**config.mk**
```make
export PLATFORM = sky130hd
export DESIGN_NAME = collision_detector
export DESIGN_NICKNAME = d
export VERILOG_FILES = /design/src/rtl/collision_detector.sv
export SDC_FILE = /design/constraint.sdc
export NUM_CORES = 1
export LEC_CHECK = 0
export ABC_AREA = 1
export CORE_ASPECT_RATIO = 0.5
export CORE_MARGIN = 2
export CORE_UTILIZATION = 52
export DETAILED_ROUTE_END_ITERATION = 16
export PLACE_DENSITY = 0.91
export SLEW_MARGIN = 25
export SYNTH_ARGS = -nofsm -noshare
export SYNTH_HDL_FRONTEND = slang
export SYNTH_SLANG_ARGS = --single-unit
```
**constraint.sdc**
```tcl
create_clock -name CLK -period 1.69 [get_ports CLK]
set_input_delay 0.338 -clock CLK [delete_from_list [all_inputs] [get_ports CLK]]
set_output_delay 0.338 -clock CLK [all_outputs]
set_load 0.005 [all_outputs]
```
**src/rtl/collision_detector.sv**
```systemverilog
// Per-frame dinosaur/cactus overlap detector with a game_over request/acknowledge
// handshake and a saturating count of frames survived.
module collision_detector #(
  parameter int unsigned H_ACTIVE      = 640,
  parameter int unsigned V_ACTIVE      = 480,
  parameter int unsigned HIT_THRESHOLD = 4,
  parameter int unsigned GRACE_FRAMES  = 2
) (
  input  logic        CLK,
  input  logic        RESET,
  input  logic        pix_en,
  input  logic        vs,
  input  logic [8:0]  row_addr,
  input  logic [9:0]  col_addr,
  input  logic        px_dinosaur,
  input  logic        px_cactus,
  input  logic        game_status,
  input  logic        hit_ack,
  output logic        game_over,
  output logic        frame_tick,
  output logic [15:0] frames,
  output logic [1:0]  state_dbg
);

  localparam logic [1:0] S_IDLE  = 2'd0;
  localparam logic [1:0] S_ARMED = 2'd1;
  localparam logic [1:0] S_HIT   = 2'd2;

  logic [1:0]  state;
  logic [9:0]  ovl_cnt;
  logic [3:0]  grace_cnt;
  logic        vs_d;
  logic        gs_d;
  logic        frame_end;
  logic        arm;
  logic        overlap;
  logic [15:0] frames_inc;

  assign frame_end  = vs_d & ~vs;
  assign arm        = ~gs_d & game_status;
  assign overlap    = (state == S_ARMED) & pix_en
                    & (32'(row_addr) < V_ACTIVE) & (32'(col_addr) < H_ACTIVE)
                    & px_dinosaur & px_cactus;
  assign frames_inc = (frames != '1) ? frames + 16'd1 : frames;
  assign state_dbg  = state;

  always_ff @(posedge CLK or posedge RESET) begin
    if (RESET) begin
      state      <= S_IDLE;
      game_over  <= 1'b0;
      frame_tick <= 1'b0;
      frames     <= '0;
      ovl_cnt    <= '0;
      grace_cnt  <= '0;
      vs_d       <= 1'b1;
      gs_d       <= 1'b0;
    end else begin
      vs_d       <= vs;
      gs_d       <= game_status;
      frame_tick <= frame_end;

      // Frame end clears the counter and drops any same-cycle increment;
      // the FSM below may also clear it, and its later assignment wins.
      if (frame_end)
        ovl_cnt <= '0;
      else if (overlap && ovl_cnt != '1)
        ovl_cnt <= ovl_cnt + 10'd1;

      case (state)
        S_IDLE: begin
          if (arm) begin
            state     <= S_ARMED;
            frames    <= '0;
            ovl_cnt   <= '0;
            grace_cnt <= 4'(GRACE_FRAMES);
          end
        end
        S_ARMED: begin
          // Losing game_status takes priority over a coincident frame end.
          if (!game_status) begin
            state   <= S_IDLE;
            ovl_cnt <= '0;
          end else if (frame_end) begin
            if (grace_cnt != '0) begin
              grace_cnt <= grace_cnt - 4'd1;
              frames    <= frames_inc;
            end else if (ovl_cnt >= 10'(HIT_THRESHOLD)) begin
              state     <= S_HIT;
              game_over <= 1'b1;
            end else begin
              frames <= frames_inc;
            end
          end
        end
        S_HIT: begin
          if (hit_ack) begin
            state     <= S_IDLE;
            game_over <= 1'b0;
          end
        end
        default: begin
          state     <= S_IDLE;
          game_over <= 1'b0;
        end
      endcase
    end
  end

endmodule
```
# Word-level counts from Yosys, hierarchy flattened
# Cells that the tools add are included.
# classes
addsub	3
multipliers	0
div	0
n_lt_le_gt_ge	3
eq_ne	15
shifts	0
n_mux	30
bitwise_logic	10
n_reduce_logical	8
# ops
operator	n
2-to-1 mux 16 bit	6
2-to-1 mux 10 bit	4
one-hot mux 16 bit (2 select lines)	1
one-hot mux 10 bit (2 select lines)	1
adder 16 x 1 -> 16 bit (second input constant)	1
2-to-1 mux 4 bit	4
!= test 16 bit (second input constant)	1
AND reduction 5 bit	3
2-to-1 mux 2 bit	6
adder 10 x 1 -> 10 bit (second input constant)	1
greater-or-equal comparator 10 x 3 -> 1 bit (second input constant)	1
less-than comparator 10 bit (second input constant)	1
!= test 10 bit (second input constant)	1
!= test 2 bit (second input constant)	5
less-than comparator 9 bit (second input constant)	1
!= test 3 bit (second input constant)	3
one-hot mux 4 bit (2 select lines)	1
AND 1 bit	7
one-hot mux 2 bit (3 select lines)	1
AND reduction 6 bit	1
2-to-1 mux 1 bit	5
!= test 2 x 1 -> 1 bit (second input constant)	2
nonzero test 4 bit	1
subtractor 4 x 1 -> 4 bit (second input constant)	1
other kinds (8)	10
# totals
regBits	36
latch_bits	0
ramBits	0
rom_bits	0
output_inout_bits	20
elab_cells	77
n_memories	0

# Longest topological paths before layout
# logic_depth
ltp_word	11
depth_mapped	10

# Least setup slack after synthesis
# OpenSTA, ideal clock, no wires.
# synth_path
kind	reg2reg
start	register frames[0]
end	register frames[11]
setup_time_ps	128
arrival_time_ps	1338
t_required_ps	1562
path_slack_ps	224
stages_incl_launch_ff	9
path_cell_list	dfrtp_1 ha_1 nand3_1 nor2_2 nand2_1 nand3_4 buf_6 nand2_1 o21ai_0
# synth_between
elab_chain_cells	7
# synth_lines
item	line_no	source
start: declaration	21	output logic [15:0] frames,
start signal: assignment	86	frames <= frames_inc;
start signal: assignment	91	frames <= frames_inc;
adder 16 x 1 -> 16 bit / != test 16 bit (equally long branches)	44	assign frames_inc = (frames != '1) ? frames + 16'd1 : frames;
2-to-1 mux 16 bit *	44	
2-to-1 mux 16 bit	87	end else if (ovl_cnt >= 10'(HIT_THRESHOLD)) begin
2-to-1 mux 16 bit *	84	if (grace_cnt != '0) begin
2-to-1 mux 16 bit *	83	end else if (frame_end) begin
2-to-1 mux 16 bit *	80	if (!game_status) begin
one-hot mux 16 bit (2 select lines) *	69	case (state)
# Every way passes the cells marked *; elsewhere a longest branch is shown, timed or not. The select of a mux whose other input is x is not followed.
# A chain may end at the register's enable or synchronous reset.

# Final worst setup path
# layout_path
start	register frames[9]
end	output port frames[9]
# No word-level cell between the ends.

==> run metrics <==
status finished clean; Tmin final 1.64 ns; Peak VDD IR 425 µV; slowest CP cell clkdlybuf4s50_1; Netlist cell types 27; Slew HR 83.0%; fraction of layout cells with a size suffix above 1 13.7%; leakage dissipation 1.38 nW; Sw Ratio 36.1%; Final Wtd Congestion 0.900; die area 0.00503 mm²; Mapped Nets 368; Placement Cell Area 0.00282 mm²; Hold Slack 0.410 ns; Pwr Density 890 mW/mm²; CTS root buf clkbuf_8; Final ANT Viol Nets 0; HP Class in -> async; Max Freq 611 MHz; Max Cap Viol 0; Fin. Hold Viols 0; clk sinks 36; clk_skew 0.00785 ns; Setup Fix Bufs, Post-CTS 0; # resized after CTS 0; crit path DAT 1.30 ns; unrepaired setup endpoints after global routing false; clock transition at the registers of the reported paths 0.08 ns; diodes inserted 0; most common cell after layout, fill and taps aside nand2_1; deepest clock path buffer count 2; CTS tree built; post-synthesis register bit count 36; Inst Count DP 437; Final Non-Filler Cells 445; GRT overflow 0; synth warn 0; total number of vias 2,313; chip width 98.3 µm; Top Ports 47; WL met1 2380 µm; CP Data Required Time 1.35 ns; core footprint 0.00434 mm²; clock latency on the worst-skew pair 0.29 ns; crit-path max cell delay 0.54 ns; Final Cycle Share 96.9%; Initial Utilization 53.3%; Num CTS Buffers 5; vias in the first global route 2,087; Logic pwr share 35.3%; htree depth 2; drt wl/cell 12.3 µm; Final Max Tran Viols 0; worst-path cell chain clkdlybuf4s50_1; sequential fraction of the synthesis area 39.0%; vias per cell 5.20; Final WS setup 0.0522 ns; internal power 1.67 mW; Final nets 419; final setup vio count 0; max layer used met4; pre-CTS WS -0.163 ns; critical path endpoint category output pin; first-pass GRT wire length 9120 µm; clock power share 25.4%; metal3 WL 223 µm; IO buf count 34; Area Growth Syn to Fin 27.0%; initial antenna violation count 0; Mean Syn Cell Area 6.89 µm²; row count 17; Residual DRC 0; Slew @ Worst Pin 0.254 ns; worst-path maximum fanout 7; kind of start point of the critical path register; pin count of the biggest net entering global routing 37; Starting DRT DRC Count 77; die height 51.2 µm; Initial DRT Pass Iterations 7; Mapped Cells 336; FILL cells 335; critical path type reg -> out; design area 0.00294 mm²; hold buffer count at CTS 0; Sw Pwr 0.943 mW; Top delay family on crit path buffers and inverters; detailed placer's ending HPWL 3910 µm; GR Util All Layers 22.6%; share of total power in sequential cells 39.2%; most frequent cells in the layout 105 x nand2_1, 48 x inv_1, 40 x nor2_1; DRT Wirelength 5470 µm; WL met2 2700 µm; critical path buffer and inverter count 1; synthesized cell area 0.00231 mm²
## kinds of logic (layout without fill, tap and decap cells)
family                     count (synthesis)  in the layout  synth area share [%]
AOI/OAI and AO/OA                         32             32                  8.38
xor gates and xnor gates                   7              7                  2.65
adders and majority gates                  5              5                  2.70
buffers and inverters                     54            106                  9.46
DFF                                       36             36                  39.0
and+or+nand+nor                          202            202                  37.8
## synthesized netlist by cell type
cell type,number,area [µm²]
a21boi_0,1,7.51
a21oi_1,3,15.0
buf_2,1,5.00
buf_6,2,22.5
clkbuf_1,1,3.75
dfrtp_1,35,876
dfstp_2,1,26.3
ha_1,5,62.6
inv_1,48,180
inv_2,2,7.51
nand2_1,105,394
nand2_2,3,18.8
nand3_1,29,145
nand3_4,1,17.5
nand3b_1,2,15.0
nand4_1,9,56.3
nor2_1,42,158
nor2_2,4,25.0
nor2_4,1,11.3
nor3_1,3,15.0
o21ai_0,16,80.1
o21ai_1,2,10.0
o21ai_2,5,43.8
o21bai_1,5,37.5
or2_2,3,18.8
xnor2_1,1,8.76
xor2_1,6,52.6
## layer usage
metal  track usage (%)  up-vias
li1                  -     1155
met1              27.1     1079
met2              40.9       59
met3              4.51       20
met4              8.90        0
met5                 0        -
## metrics by stage
stage          utilization [%]  TNS [ns]  total power [mW]
2_1_floorplan                -         0              1.59
3_3_place_gp              65.1     -1.24              1.89
3_5_place_dp              65.1     -2.14              1.94
4_1_cts                   67.2         0              2.59
5_1_grt                   67.7         0              2.76
6_report                  67.7         0              2.61
## worst min-delay path: stages
cell	delay, ns
clkdlybuf4s50_1	0.41
inv_1	0.10
buf_12	0.23
## registers in the layout (all words and copies together), names as in the netlist
name and cells:
vs_d 1, state_dbg 2, ovl_cnt 10, gs_d 1
game_over 1, grace_cnt 4, frame_tick 1, frames 16
## path summary, 6_finish.rpt
kind                       slack [ns]         start  cells after the start         end
max                              0.05     frames[9]                      1   frames[9]
min                              0.41         RESET                      3   frames[3]
max reg2reg                      0.11  state_dbg[1]                     10  ovl_cnt[4]
min reg2reg                      0.49     game_over                      2   game_over
max in group asynchronous        1.03         RESET                      3        vs_d
min in group CLK                 0.47            vs                      1        vs_d
## power by group through the flow
stage               combinational, mW  sequential [mW]  clock [mW]
detailed placement              0.898             1.04           0
global placement                0.854             1.04           0
global route                     1.03             1.04       0.695
floorplan                       0.553             1.03           0
finish                          0.924             1.02       0.665
CTS                             0.904             1.02       0.664
## cell type report
type	instances	area [µm²]	area share, %
Multi-Input combinational cell	246	1200	41.0
Sequential cell	36	911	31.0
Timing Repair Buffer	48	470	16.0
Inverter	50	188	6.39
Clock buffer	6	82.6	2.81
Tap cell	57	71.3	2.43
Clock inverter	2	10.0	0.341
(Power assumes the default switching activity.)
==> variant 1, RTL diff (config.mk and constraints unchanged) <==
Register the output `state_dbg` once more, with the module's reset; this adds one clock of latency there. The other outputs are not delayed to match.
--- a/src/rtl/collision_detector.sv
+++ b/src/rtl/collision_detector.sv
@@ -44,3 +44,9 @@
   assign frames_inc = (frames != '1) ? frames + 16'd1 : frames;
-  assign state_dbg  = state;
+  always_ff @(posedge CLK or posedge RESET) begin
+    if (RESET) begin
+      state_dbg <= '0;
+    end else begin
+      state_dbg <= state;
+    end
+  end
 
Behaviour: not the same (Yosys sat finds a counterexample within 4 cycles, from zero or initial values and one cycle with RESET high).
==> variant 1 against the original RTL <==
Clock power is 14% higher; power is 25% higher; global-route usage is 2.5 points higher; sequential cell count is 2 higher; design area is 5.7% higher; routed wire length is 14% higher; setup slack better by 1.6 ps; sequential power is 9.8% higher; synthesized area is 3.7% higher; synthesized cell count is 1.5% higher; critical endpoint is now frames[12]; highest routed layer unchanged.
==> variant 1: results (changes against the original RTL) <==
status finished clean (unchanged); HPWL after DPL 4.26 mm (was 3.91 mm); Setup Slack @ Placement -337 ps (was -163 ps); Hold/Removal Path Class in2async (unchanged); Seq/Total Area, Yosys 0.397 (was 0.390); vias in the first global route 2330 (was 2087); critical path fanouts, max 8 (was 7); Async SR Flop Fraction 1.00 (unchanged); Clk Tree Root Cell clkbuf_8 (unchanged); Die W 100 µm (was 98.3 µm); Slew HR 0.764 (was 0.830); IO Port Bufs 34 (unchanged); Iter 0 DRT Violations 208 (was 77); Worst Skew 6.20 ps (was 7.85 ps); DRT Pass-1 Iters 5 (was 7); TritonCTS buffer count 5 (unchanged); predominant post-synthesis flop cell dfrtp_1 (unchanged); Largest regs frames (16), ovl_cnt (10), grace_cnt (4) (unchanged); slowest stage delay, CP 440 ps (was 540 ps); XOR/XNOR share of the synthesized area 0.0292 (was 0.0265); NumNets Final 428 (was 419); Vias/cell 5.33 (was 5.20); Compound-Gate Fraction of Synth Area 0.0871 (was 0.0838); largest net degree at the start of global routing 21 (was 37); GRT Total Usage 0.251 (was 0.226); clock transition at the registers of the reported paths 80 ps (about the same); first-pass GRT wire length 9.95 mm (was 9.12 mm); initial antenna violation count 0 (unchanged); list of most frequent post-synthesis cells nand2_1 (101), nor2_1 (52), inv_1 (46) (was nand2_1 (105), inv_1 (48), nor2_1 (42)); fillcell total 303 (was 335); synthesized net count 373 (was 368); Longest Clk Path Bufs 2 (unchanged); Placer Congestion 0.916 (was 0.900); ratio of cells with drive above 1 in the final layout 0.164 (was 0.137); H-Tree Depth 2 (unchanged); Unique masters post-synth 25 (was 27); mux cell area share after synthesis 0 (unchanged); YS warnings 0 (unchanged); Worst VDD drop 482 µV (was 425 µV); Leakage 0.00146 µW (was 0.00138 µW); synth top area cells dfrtp_1 (39%), nand2_1 (16%), nor2_1 (8.1%) (was dfrtp_1 (38%), nand2_1 (17%), inv_1 (7.8%)); WL/cell 13.7 µm (was 12.3 µm); CP max stage cell dfrtp_2 (was clkdlybuf4s50_1); Post-DP Area 2920 µm² (was 2820 µm²); Clk Latency, worst-skew pair 300 ps; # diodes 0 (unchanged); Synth Area in Adders 0.0261 (was 0.0270)
==> variant 1: routing by layer <==
metal / wire length (µm) / global-route usage
met4: 208 / 0.132
met1: 2440 / 0.260
met2: 3250 / 0.481
met5: 0 / 0
met3: 311 / 0.0645
==> variant 1: power by group <==
group / switching, µW / total, µW / internal, µW
clock network: 345 / 757 / 412
registers: 96.4 / 1120 / 1020
logic: 784 / 1390 / 604
total: 1230 / 3260 / 2040
==> variant 1: path summary, 6_finish.rpt <==
kind                            startpoint  slack (ps)           end  cells past startpoint
min in group CLK                  state[0]         470  state_dbg[0]                      0
worst min register to register    state[0]         470  state_dbg[0]                      0
worst max-delay path             frames[9]          50    frames[12]                      9
worst max register to register   frames[9]          50    frames[12]                      9
worst min-delay path                 RESET         290    ovl_cnt[7]                      2
max in group asynchronous            RESET         790    frames[10]                      3
==> variant 1: cells by family after synthesis <==
| group | Yosys count |
|---|---|
| flops | 38 |
| fa+ha+maj | 5 |
| compound gates | 34 |
| xor+xnor | 8 |
| simple gates | 204 |
| buf+inv | 52 |
==> variant 1: what timing repair did <==
item                       4_1_cts  5_1_grt
hold buffers                     0        0
setup endpoints to repair        3       30
hold endpoints to repair         0        0
resized for setup                3       22
pin swaps                        0        1
buffers inserted                 0        2
==> variant 1: through the flow <==
step / util / cells / hold WS (ps)
6_report: 0.702 / 454 / 288
5_1_grt: 0.702 / 454 / 318
3_3_place_gp: 0.660 / 444 / 458
2_1_floorplan: - / 341 / 342
4_1_cts: 0.686 / 452 / 295
3_5_place_dp: 0.660 / 444 / 477
==> variant 1: layout make-up <==
type / count / share of cell area
well taps: 57 / 0.0230
inverters: 49 / 0.0592
repair buffers: 51 / 0.163
multi-input cells: 251 / 0.409
clock buffers: 8 / 0.0355
flip-flops and latches: 38 / 0.310
==> variant 1: critical path: cells and delay by family, from the launching register on <==
family                 cells  cell delay, ps
AOI/OAI and AO/OA          1              70
buffers and inverters      2             210
DFF                        1             440
and+or+nand+nor            6             830
==> variant 2, RTL diff (same flow settings) <==
Made on the original files. The parameter `V_ACTIVE` goes from 480 to 240.
--- a/src/rtl/collision_detector.sv
+++ b/src/rtl/collision_detector.sv
@@ -4,3 +4,3 @@
   parameter int unsigned H_ACTIVE      = 640,
-  parameter int unsigned V_ACTIVE      = 480,
+  parameter int unsigned V_ACTIVE      = 240,
   parameter int unsigned HIT_THRESHOLD = 4,
Check against the original RTL: not equivalent (a bounded check fails within 10 cycles, from zero or initial values and one cycle with RESET high).
==> variant 2 against the original RTL <==
Synthesized area fell by 1.5%; die area decreased by 1.4%; power up 1.5%; sequential cell count unchanged; sequential share of layout area decreased by 0.35 points; routed wire length increased by 10%; setup slack got worse by 16 ps; design area increased by 1.3%; count of clock-buffer cells in the layout unchanged; critical endpoint is now frames[12]; largest cell class unchanged.
==> variant 2: results (changes against the original RTL) <==
met1 GRT Util 0.278 (was 0.271); Clk. pwr 757 µW (was 665 µW); Async SR Flop Fraction 1.00 (unchanged); HPWL after DPL 4.06 mm (was 3.91 mm); met2 routed WL 3.04 mm (was 2.70 mm); Worst Skew 7.08 ps (was 7.85 ps); status finished clean (unchanged); # diodes 0 (unchanged); Post-CTS Setup Bufs 0 (unchanged); met3 Use GR 0.0446 (was 0.0451); DRT Pass-1 Iters 5 (was 7); mux cell area share after synthesis 0 (unchanged); predominant post-synthesis flop cell dfrtp_1 (unchanged); Top Layer Used met4 (unchanged); EDFF count, synth 0 (unchanged); met1 wire length 2.45 mm (was 2.38 mm); Placer Congestion 0.873 (was 0.900); Longest Clk Path Bufs 2 (unchanged); Met3 Wirelength 353 µm (was 223 µm); share of the synthesized area in the top cell type 0.384 (was 0.379); critical path fanouts, max 7 (unchanged); Post-DP Area 2740 µm² (was 2820 µm²); CP top delay family buffers and inverters (unchanged); XOR/XNOR share of the synthesized area 0.0231 (was 0.0265); Compound-Gate Fraction of Synth Area 0.0741 (was 0.0838); synth top area cells dfrtp_1 (38%), nand2_1 (16%), nor2_1 (8.1%) (was dfrtp_1 (38%), nand2_1 (17%), inv_1 (7.8%)); Largest regs frames (16), ovl_cnt (10), grace_cnt (4) (unchanged); Resized Gates After CTS 1 (was 0); ratio of cells with drive above 1 in the final layout 0.134 (was 0.137); Hold/Removal Path Class in2async (unchanged); Synth Area in Adders 0.0275 (was 0.0270); synthesized net count 360 (was 368); M2 GR Usage 0.449 (was 0.409); Seq/Total Area, Yosys 0.396 (was 0.390); initial antenna violation count 0 (unchanged); CP max stage cell clkdlybuf4s50_1 (unchanged); NumNets Final 411 (was 419); largest net degree at the start of global routing 23 (was 37); list of most frequent post-synthesis cells nand2_1 (100), nor2_1 (49), inv_1 (38) (was nand2_1 (105), inv_1 (48), nor2_1 (42)); GRT Total Usage 0.241 (was 0.226); H-Tree Depth 2 (unchanged); Setup Slack @ Placement -167 ps (was -163 ps); WP data arrival 1320 ps (was 1300 ps); Unique masters post-synth 27 (unchanged); Worst VDD drop 593 µV (was 425 µV); IO Port Bufs 35 (was 34); Leakage 0.00138 µW (about the same); clock transition at the registers of the reported paths 70 ps; first-pass GRT wire length 9.56 mm (was 9.12 mm); Clk Tree Root Cell clkbuf_8 (unchanged); DR vias 2380 (was 2313); Seq pwr share 0.386 (was 0.392); Iter 0 DRT Violations 107 (was 77); vias in the first global route 2168 (was 2087); Clk Latency, worst-skew pair 300 ps; final WL 6.01 mm (was 5.47 mm); Internal Pwr Total 1770 µW (was 1670 µW); Least-Margin Pin Slew 284 ps (was 254 ps)
variant 2: cell type report:
cell class              instances  area [µm²]
multi-input cells             247        1240
fillers                       273        1070
flip-flops and latches         36         912
repair buffers                 49         498
inverters                      40         153
clock buffers                   6        72.6
well taps                      54        67.6
clock inverters                 2        35.0
variant 2: final timing paths:
path,startpoint,to,slack (ps),depth (start not counted)
setup / recovery,frames[12],frames[12],40,1
hold / removal,RESET,ovl_cnt[3],360,3
setup reg to reg,frames[10],frames[1],80,8
hold reg to reg,game_over,game_over,480,2
max in group asynchronous,RESET,frames[2],1040,3
min in group CLK,vs,vs_d,480,1
variant 2: per-stage QoR:
step	total power [µW]	TNS [ps]	instances
after global placement	1760	-796	423
after detailed placement	1800	-1740	423
after floorplan	1520	0	328
after global routing	2810	-314	434
final	2650	0	434
after CTS	2550	0	431
variant 2: tightest hold or removal path, delay by kind of cell:
family	cells	cell delay, ps
buffers and inverters	3	690
